### src/rtl/dma_bus_ctrl_if.sv
// Shared data-side bus: CPU M-stage port on one side and the DM/timer/interrupt
// address space on the other. The DMA controller sits between them.
interface dma_bus_ctrl_if;
  logic        cpu_req;
  logic [31:0] cpu_addr;
  logic [3:0]  cpu_byteen;
  logic [31:0] cpu_wdata;
  logic [31:0] cpu_rdata;
  logic [31:0] bus_addr;
  logic [3:0]  bus_byteen;
  logic [31:0] bus_wdata;
  logic [31:0] bus_rdata;

  // Arbiter view: takes CPU requests and drives the shared bus.
  modport slave (
    input  cpu_req, cpu_addr, cpu_byteen, cpu_wdata, bus_rdata,
    output cpu_rdata, bus_addr, bus_byteen, bus_wdata
  );

  // Environment view: CPU plus bus devices.
  modport master (
    output cpu_req, cpu_addr, cpu_byteen, cpu_wdata, bus_rdata,
    input  cpu_rdata, bus_addr, bus_byteen, bus_wdata
  );
endinterface

### src/rtl/dma_bus_ctrl.sv
// Word-copy DMA engine that steals idle cycles on the CPU data bus.
// The CPU always wins; the copy advances only when cpu_req is low.
module dma_bus_ctrl #(
  parameter logic [31:0] BASE = 32'h00007f30
) (
  input  logic          clk,
  input  logic          reset,
  dma_bus_ctrl_if.slave bus,
  output logic          irq
);

  typedef enum logic [1:0] {ST_IDLE, ST_RD, ST_WR} state_t;

  state_t      state_reg, state_next;
  logic [31:0] src_reg, src_next;
  logic [31:0] dst_reg, dst_next;
  logic [31:0] cnt_reg, cnt_next;
  logic [31:0] data_reg, data_next;
  logic        im_reg, im_next;
  logic        done_reg, done_next;
  logic        irq_reg, irq_next;

  logic        win;
  logic        reg_wr;
  logic        busy;
  logic        gnt;
  logic        done_set;
  logic [1:0]  reg_sel;
  logic [31:0] reg_rdata;

  always_comb begin
    win     = (bus.cpu_addr[31:4] == BASE[31:4]);
    reg_wr  = bus.cpu_req && win && (bus.cpu_byteen != 4'b0000);
    reg_sel = bus.cpu_addr[3:2];
    busy    = (state_reg != ST_IDLE);
    // Reset is gated in so a mid-copy reset cycle never touches the bus.
    gnt     = !bus.cpu_req && busy && !reset;
  end

  always_comb begin
    reg_rdata = 32'h0;
    case (reg_sel)
      2'd0:    reg_rdata = src_reg;
      2'd1:    reg_rdata = dst_reg;
      2'd2:    reg_rdata = cnt_reg;
      default: reg_rdata = {28'h0, 1'b0, done_reg, im_reg, busy};
    endcase
  end

  // Bus mux: CPU pass-through, register window, DMA engine, or idle zeros.
  always_comb begin
    bus.cpu_rdata  = 32'h0;
    bus.bus_addr   = 32'h0;
    bus.bus_byteen = 4'b0000;
    bus.bus_wdata  = 32'h0;
    if (bus.cpu_req) begin
      bus.bus_addr  = bus.cpu_addr;
      bus.bus_wdata = bus.cpu_wdata;
      if (win) begin
        bus.cpu_rdata = reg_rdata;
      end else begin
        bus.bus_byteen = bus.cpu_byteen;
        bus.cpu_rdata  = bus.bus_rdata;
      end
    end else if (!reset) begin
      case (state_reg)
        ST_RD: begin
          bus.bus_addr = {src_reg[31:2], 2'b00};
        end
        ST_WR: begin
          bus.bus_addr   = {dst_reg[31:2], 2'b00};
          bus.bus_byteen = 4'b1111;
          bus.bus_wdata  = data_reg;
        end
        default: ;
      endcase
    end
  end

  always_comb begin
    state_next = state_reg;
    src_next   = src_reg;
    dst_next   = dst_reg;
    cnt_next   = cnt_reg;
    data_next  = data_reg;
    im_next    = im_reg;
    done_next  = done_reg;
    done_set   = 1'b0;

    if (reg_wr) begin
      case (reg_sel)
        2'd0: if (!busy) src_next = bus.cpu_wdata;
        2'd1: if (!busy) dst_next = bus.cpu_wdata;
        2'd2: if (!busy) cnt_next = bus.cpu_wdata;
        default: begin
          im_next = bus.cpu_wdata[1];
          if (bus.cpu_wdata[2]) done_next = 1'b0;
          if (!busy && bus.cpu_wdata[0]) begin
            if (cnt_reg != 32'h0) state_next = ST_RD;
            else                  done_set   = 1'b1;
          end
          if (busy && bus.cpu_wdata[3]) state_next = ST_IDLE;
        end
      endcase
    end

    // A register write implies cpu_req, so gnt is low and an abort never races a transfer.
    if (gnt) begin
      case (state_reg)
        ST_RD: begin
          data_next  = bus.bus_rdata;
          src_next   = src_reg + 32'd4;
          state_next = ST_WR;
        end
        ST_WR: begin
          dst_next = dst_reg + 32'd4;
          cnt_next = cnt_reg - 32'd1;
          if (cnt_reg == 32'd1) begin
            state_next = ST_IDLE;
            done_set   = 1'b1;
          end else begin
            state_next = ST_RD;
          end
        end
        default: ;
      endcase
    end

    // Setting DONE overrides a same-cycle W1C.
    if (done_set) done_next = 1'b1;
    irq_next = done_next & im_next;
  end

  always_ff @(posedge clk) begin
    if (reset) begin
      state_reg <= ST_IDLE;
      src_reg   <= 32'h0;
      dst_reg   <= 32'h0;
      cnt_reg   <= 32'h0;
      data_reg  <= 32'h0;
      im_reg    <= 1'b0;
      done_reg  <= 1'b0;
      irq_reg   <= 1'b0;
    end else begin
      state_reg <= state_next;
      src_reg   <= src_next;
      dst_reg   <= dst_next;
      cnt_reg   <= cnt_next;
      data_reg  <= data_next;
      im_reg    <= im_next;
      done_reg  <= done_next;
      irq_reg   <= irq_next;
    end
  end

  assign irq = irq_reg;

endmodule
### src/flat_wrapper.sv
// flat-port wrapper written by rule: the top's interface ports become plain ports
module dma_bus_ctrl_flat 
#(
  parameter logic [31:0] BASE = 32'h00007f30
)
  (clk, reset, irq, bus_cpu_req, bus_cpu_addr, bus_cpu_byteen, bus_cpu_wdata, bus_bus_rdata, bus_cpu_rdata, bus_bus_addr, bus_bus_byteen, bus_bus_wdata);
  dma_bus_ctrl_if bus_i ();
  input  logic clk;
  input  logic reset;
  output logic irq;
  input wire logic [$bits(bus_i.cpu_req)-1:0] bus_cpu_req;
  input wire logic [$bits(bus_i.cpu_addr)-1:0] bus_cpu_addr;
  input wire logic [$bits(bus_i.cpu_byteen)-1:0] bus_cpu_byteen;
  input wire logic [$bits(bus_i.cpu_wdata)-1:0] bus_cpu_wdata;
  input wire logic [$bits(bus_i.bus_rdata)-1:0] bus_bus_rdata;
  output wire logic [$bits(bus_i.cpu_rdata)-1:0] bus_cpu_rdata;
  output wire logic [$bits(bus_i.bus_addr)-1:0] bus_bus_addr;
  output wire logic [$bits(bus_i.bus_byteen)-1:0] bus_bus_byteen;
  output wire logic [$bits(bus_i.bus_wdata)-1:0] bus_bus_wdata;
  assign bus_i.cpu_req = bus_cpu_req;
  assign bus_i.cpu_addr = bus_cpu_addr;
  assign bus_i.cpu_byteen = bus_cpu_byteen;
  assign bus_i.cpu_wdata = bus_cpu_wdata;
  assign bus_i.bus_rdata = bus_bus_rdata;
  assign bus_cpu_rdata = bus_i.cpu_rdata;
  assign bus_bus_addr = bus_i.bus_addr;
  assign bus_bus_byteen = bus_i.bus_byteen;
  assign bus_bus_wdata = bus_i.bus_wdata;
  dma_bus_ctrl #(.BASE(BASE)) u_core (.clk(clk), .reset(reset), .bus(bus_i), .irq(irq));
endmodule
### config.mk
export PLATFORM = sky130hd
export DESIGN_NAME = dma_bus_ctrl_flat
export DESIGN_NICKNAME = d
export VERILOG_FILES = /design/src/rtl/dma_bus_ctrl_if.sv /design/src/rtl/dma_bus_ctrl.sv /design/src/flat_wrapper.sv
export SDC_FILE = /design/constraint.sdc
export NUM_CORES = 1
export LEC_CHECK = 0
export BUFFER_PORTS_ARGS = -buffer_cell sky130_fd_sc_hd__buf_4
export CAP_MARGIN = 20
export CELL_PAD_IN_SITES_DETAIL_PLACEMENT = 1
export CELL_PAD_IN_SITES_GLOBAL_PLACEMENT = 1
export CORE_MARGIN = 2
export CORE_UTILIZATION = 28
export CTS_CLUSTER_SIZE = 8
export DETAILED_ROUTE_END_ITERATION = 10
export PLACE_DENSITY = 0.59
export SLEW_MARGIN = 20
export SYNTH_ARGS = -nofsm -noshare
export SYNTH_HDL_FRONTEND = slang
export SYNTH_SLANG_ARGS = --single-unit
### constraint.sdc
create_clock -name clk -period 3.84 [get_ports clk]
set_clock_uncertainty 0.15 [all_clocks]
set_input_delay 0.576 -clock clk [delete_from_list [all_inputs] [get_ports clk]]
set_output_delay 0.576 -clock clk [all_outputs]
set_load 0.05 [all_outputs]
==> impl_metrics.py <==
metrics = {
    "timing": {
        "worst_pin_slew_ns": 0.8686,
        "maxSlewHeadroom_pct": 42.10,
        "finalHoldViolCount": 0,
        "final.min_clock_period_ns": 3.571,
        "slew_violations": 0,
        "rsz0062_at_grt": "no",
        "finalSetupTns_ns": 0,
        "fin_crit_sh_pct": 93.00,
        "hold_ws_ns": 0.2405,
        "worst_slack_ns": 0.2686,
        "fmax_mhz": 280.0,
        "setup_viol": 0,
    },
    "place": {
        "dp_slack_ns": 0.3068,
        "post-place-cells": 1882,
        "gp_congestion": 0.9020,
        "dp_hpwl_um": 35770,
        "port_buffers": 203,
        "placed_cell_area_mm2": 0.01161,
    },
    "global_route": {
        "antenna_found_initial": 0,
        "grt_pass1_wl_um": 71700,
        "grt_pass1_vias": 11010,
        "grt_overflow": 0,
        "grt_usage_pct": 26.49,
        "grt_max_degree": 70,
    },
    "layout": {
        "antenna_cells": 0,
        "fin_cells": 1914,
        "fillers": 4078,
        "syn_to_final_growth_pct": 27.49,
        "drive_gt1_share_pct": 22.44,
        "final_cell_area_mm2": 0.01219,
        "fin_nets": 1564,
    },
    "clock_tree": {
        "cts.path.max_buffers": 2,
        "cts_buffers": 17,
        "cts_tree": "done",
        "cts.sinks": 133,
        "clock_latency_ns": 0.45,
        "cts_root_buffer": "clkbuf_16",
        "post_cts_buffers": 0,
        "ctsResizeCount": 0,
        "h-tree-depth": 4,
        "cts_hold_buffers": 0,
        "clkTransAtPathRegs_ns": 0.06,
    },
    "logic_synthesis": {
        "synth_top_cell_by_area": "dfxtp_1",
        "postSynthNetCount": 1413,
        "muxShareOfSynthArea_pct": 6.280,
        "synth_edf_count": 0,
        "synthArstFlopShare_pct": 0,
        "ys_ff_latch": 133,
        "syn_inst": 1302,
        "ys_seq_area_share_pct": 27.84,
        "synth_compound_area_share_pct": 30.97,
        "yosys_warnings": 0,
        "synth_area_mm2": 0.009563,
        "ys.flop_type": "dfxtp_1",
        "synth_xor_area_share_pct": 0.9159,
        "yosysTopAreaCellShare_pct": 27.84,
        "yosysUniqueCellTypes": 74,
        "synthAdderAreaFrac_pct": 1.047,
        "avgSynthCellArea_um2": 7.345,
        "synth_simple_gate_area_share_pct": 26.69,
        "synth_top_family_by_area": "compound AO/OA/AOI/OAI gates",
        "synth.area.top_cells": "dfxtp_1 28%, nand2_1 8.4%, a21oi_1 6.5%",
    },
    "die": {
        "start_util_pct": 28.45,
        "dieArea_mm2": 0.03565,
        "coreArea_mm2": 0.03362,
        "ios": 204,
        "die-width_um": 188.8,
        "rows": 67,
        "die_h_um": 188.8,
    },
    "setup_path": {
        "arrival_ns": 2.85,
        "reg2reg_to": "u_core.dst_reg[26]",
        "start_kind": "primary input",
        "rrSetupSlack_ns": 0.77,
        "reg2reg_depth": 9,
        "worst_ep_required_time_ns": 3.11,
        "crit_path_end_kind": "primary output",
        "crit-reg2reg-launch": "u_core.state_reg[0]",
        "critical_path_class": "primary input to primary output",
        "crit_fanout": 23,
    },
    "pwr": {
        "powerDensity_mw_per_mm2": 301.2,
        "power.leakage_uw": 0.004749,
        "ir_worst_vdd_mv": 0.3103,
    },
    "drt": {
        "dr.first_iter.drc_count": 954,
        "routed_via_density": 5.880,
        "drc_errors": 0,
        "vias": 11250,
        "wl_per_cell_um": 24.88,
        "ant_nets": 0,
        "firstDrtPassIters": 5,
        "routed_wirelength_um": 47620,
    },
    "hold_path": {
        "hp-class": "primary input to flip-flop",
        "min_path_cells": 3,
        "min-delay-start": "bus_bus_rdata[11]",
        "hold_end": "u_core.data_reg[11]",
    },
    "run": {
        "cap_viol_max_count": 0,
    },
    "status": {
        "status": "finished, final reports clean",
    },
}
==> layout by cell type (no fill, tap or decap), types with 29 or more instances in the layout <==
master / count
a21oi_1: 125
a22o_1: 32
a22oi_1: 41
buf_4: 263
dfxtp_1: 133
mux2i_1: 51
nand2_1: 213
nand3_1: 65
nor2_1: 54
nor3_1: 37
o211a_1: 29
o211ai_1: 34
o21ai_0: 37
o22ai_1: 36
==> worst max-delay path, cell delays in order <==
cell and delay [ns]:
buf_4 0.11, or4b_1 0.55, or3_1 0.61, nor2_4 0.21, buf_4 0.29, o211ai_1 0.13
o211a_1 0.16, buf_4 0.19
==> how the worst max path moves through the flow <==
stage	start	to	slack, ns	cells after the start
floorplan	bus_cpu_addr[15]	bus_cpu_rdata[2]	0.25	7
global placement	bus_cpu_addr[15]	bus_cpu_rdata[24]	0.31	8
detailed placement	bus_cpu_addr[15]	bus_cpu_rdata[29]	0.31	8
CTS	bus_cpu_addr[15]	bus_cpu_rdata[29]	0.29	8
global route	bus_cpu_addr[15]	bus_cpu_rdata[25]	0.16	8
finish	bus_cpu_addr[15]	bus_cpu_rdata[29]	0.27	8
==> through the flow <==
step	util, %	total power, uW
CTS	36.27	3698
detailed placement	34.53	2010
finish	36.27	3672
global route	36.27	3781
floorplan	-	1735
global placement	34.53	2011
==> power breakdown <==
part | internal [uW] | switching, uW
combinational | 194 | 407
clock | 957 | 734
sequential | 1380 | 0.00000150
total | 2530 | 1140
==> cell usage after synthesis (4+ instances only) <==
cell type    n
a21boi_0     6
a211oi_1     8
nor2_1      55
a22o_1      32
a2bb2oi_1    5
nor2b_1      4
dfxtp_1    133
or4_1        8
and2_1      18
o211ai_1    34
a32oi_1     10
ha_1         8
a31o_2       5
o21ai_0     37
mux2i_1     51
xor2_1       5
or2_2        6
nand4_1     25
and3_1      21
and4_1      10
o211a_1     29
xnor2_1      5
a221oi_1     6
a22oi_1     41
clkbuf_1   102
a31oi_1     28
nor4_1      28
nand2_1    213
nand3_1     65
o22ai_1     36
buf_1       15
a21oi_1    125
nor3_1      37
buf_2        9
inv_1       14
buf_6        4
==> cells by family (layout without fill, tap and decap cells) <==
group	Yosys count	in the layout
AO/OA/AOI/OAI	433	433
XOR/XNOR	10	10
adder cells (fa/ha/maj)	8	8
buffers and inverters	147	311
flip-flops	133	133
multiplexers	56	56
AND/OR/NAND/NOR	515	515
==> area by class of cell <==
cell class / instances / area [um2] / area share (%)
clock buffers: 17 / 425.4 / 3.489
clock inverters: 15 / 158.9 / 1.303
inverters: 15 / 56.30 / 0.4618
multi-input cells: 1022 / 6334 / 51.95
flip-flops and latches: 133 / 2663 / 21.84
well taps: 448 / 560.5 / 4.598
repair buffers: 264 / 1994 / 16.36
==> per-layer routing <==
layer	vias to the layer above	GRT usage, %	routed length [um]
li1	5216	-	-
met2	381	39.48	20710
met5	-	0	0
met1	5596	38.20	22800
met4	0	7.602	1156
met3	61	5.532	2959
Note: power is estimated with default switching activity, not from simulation.
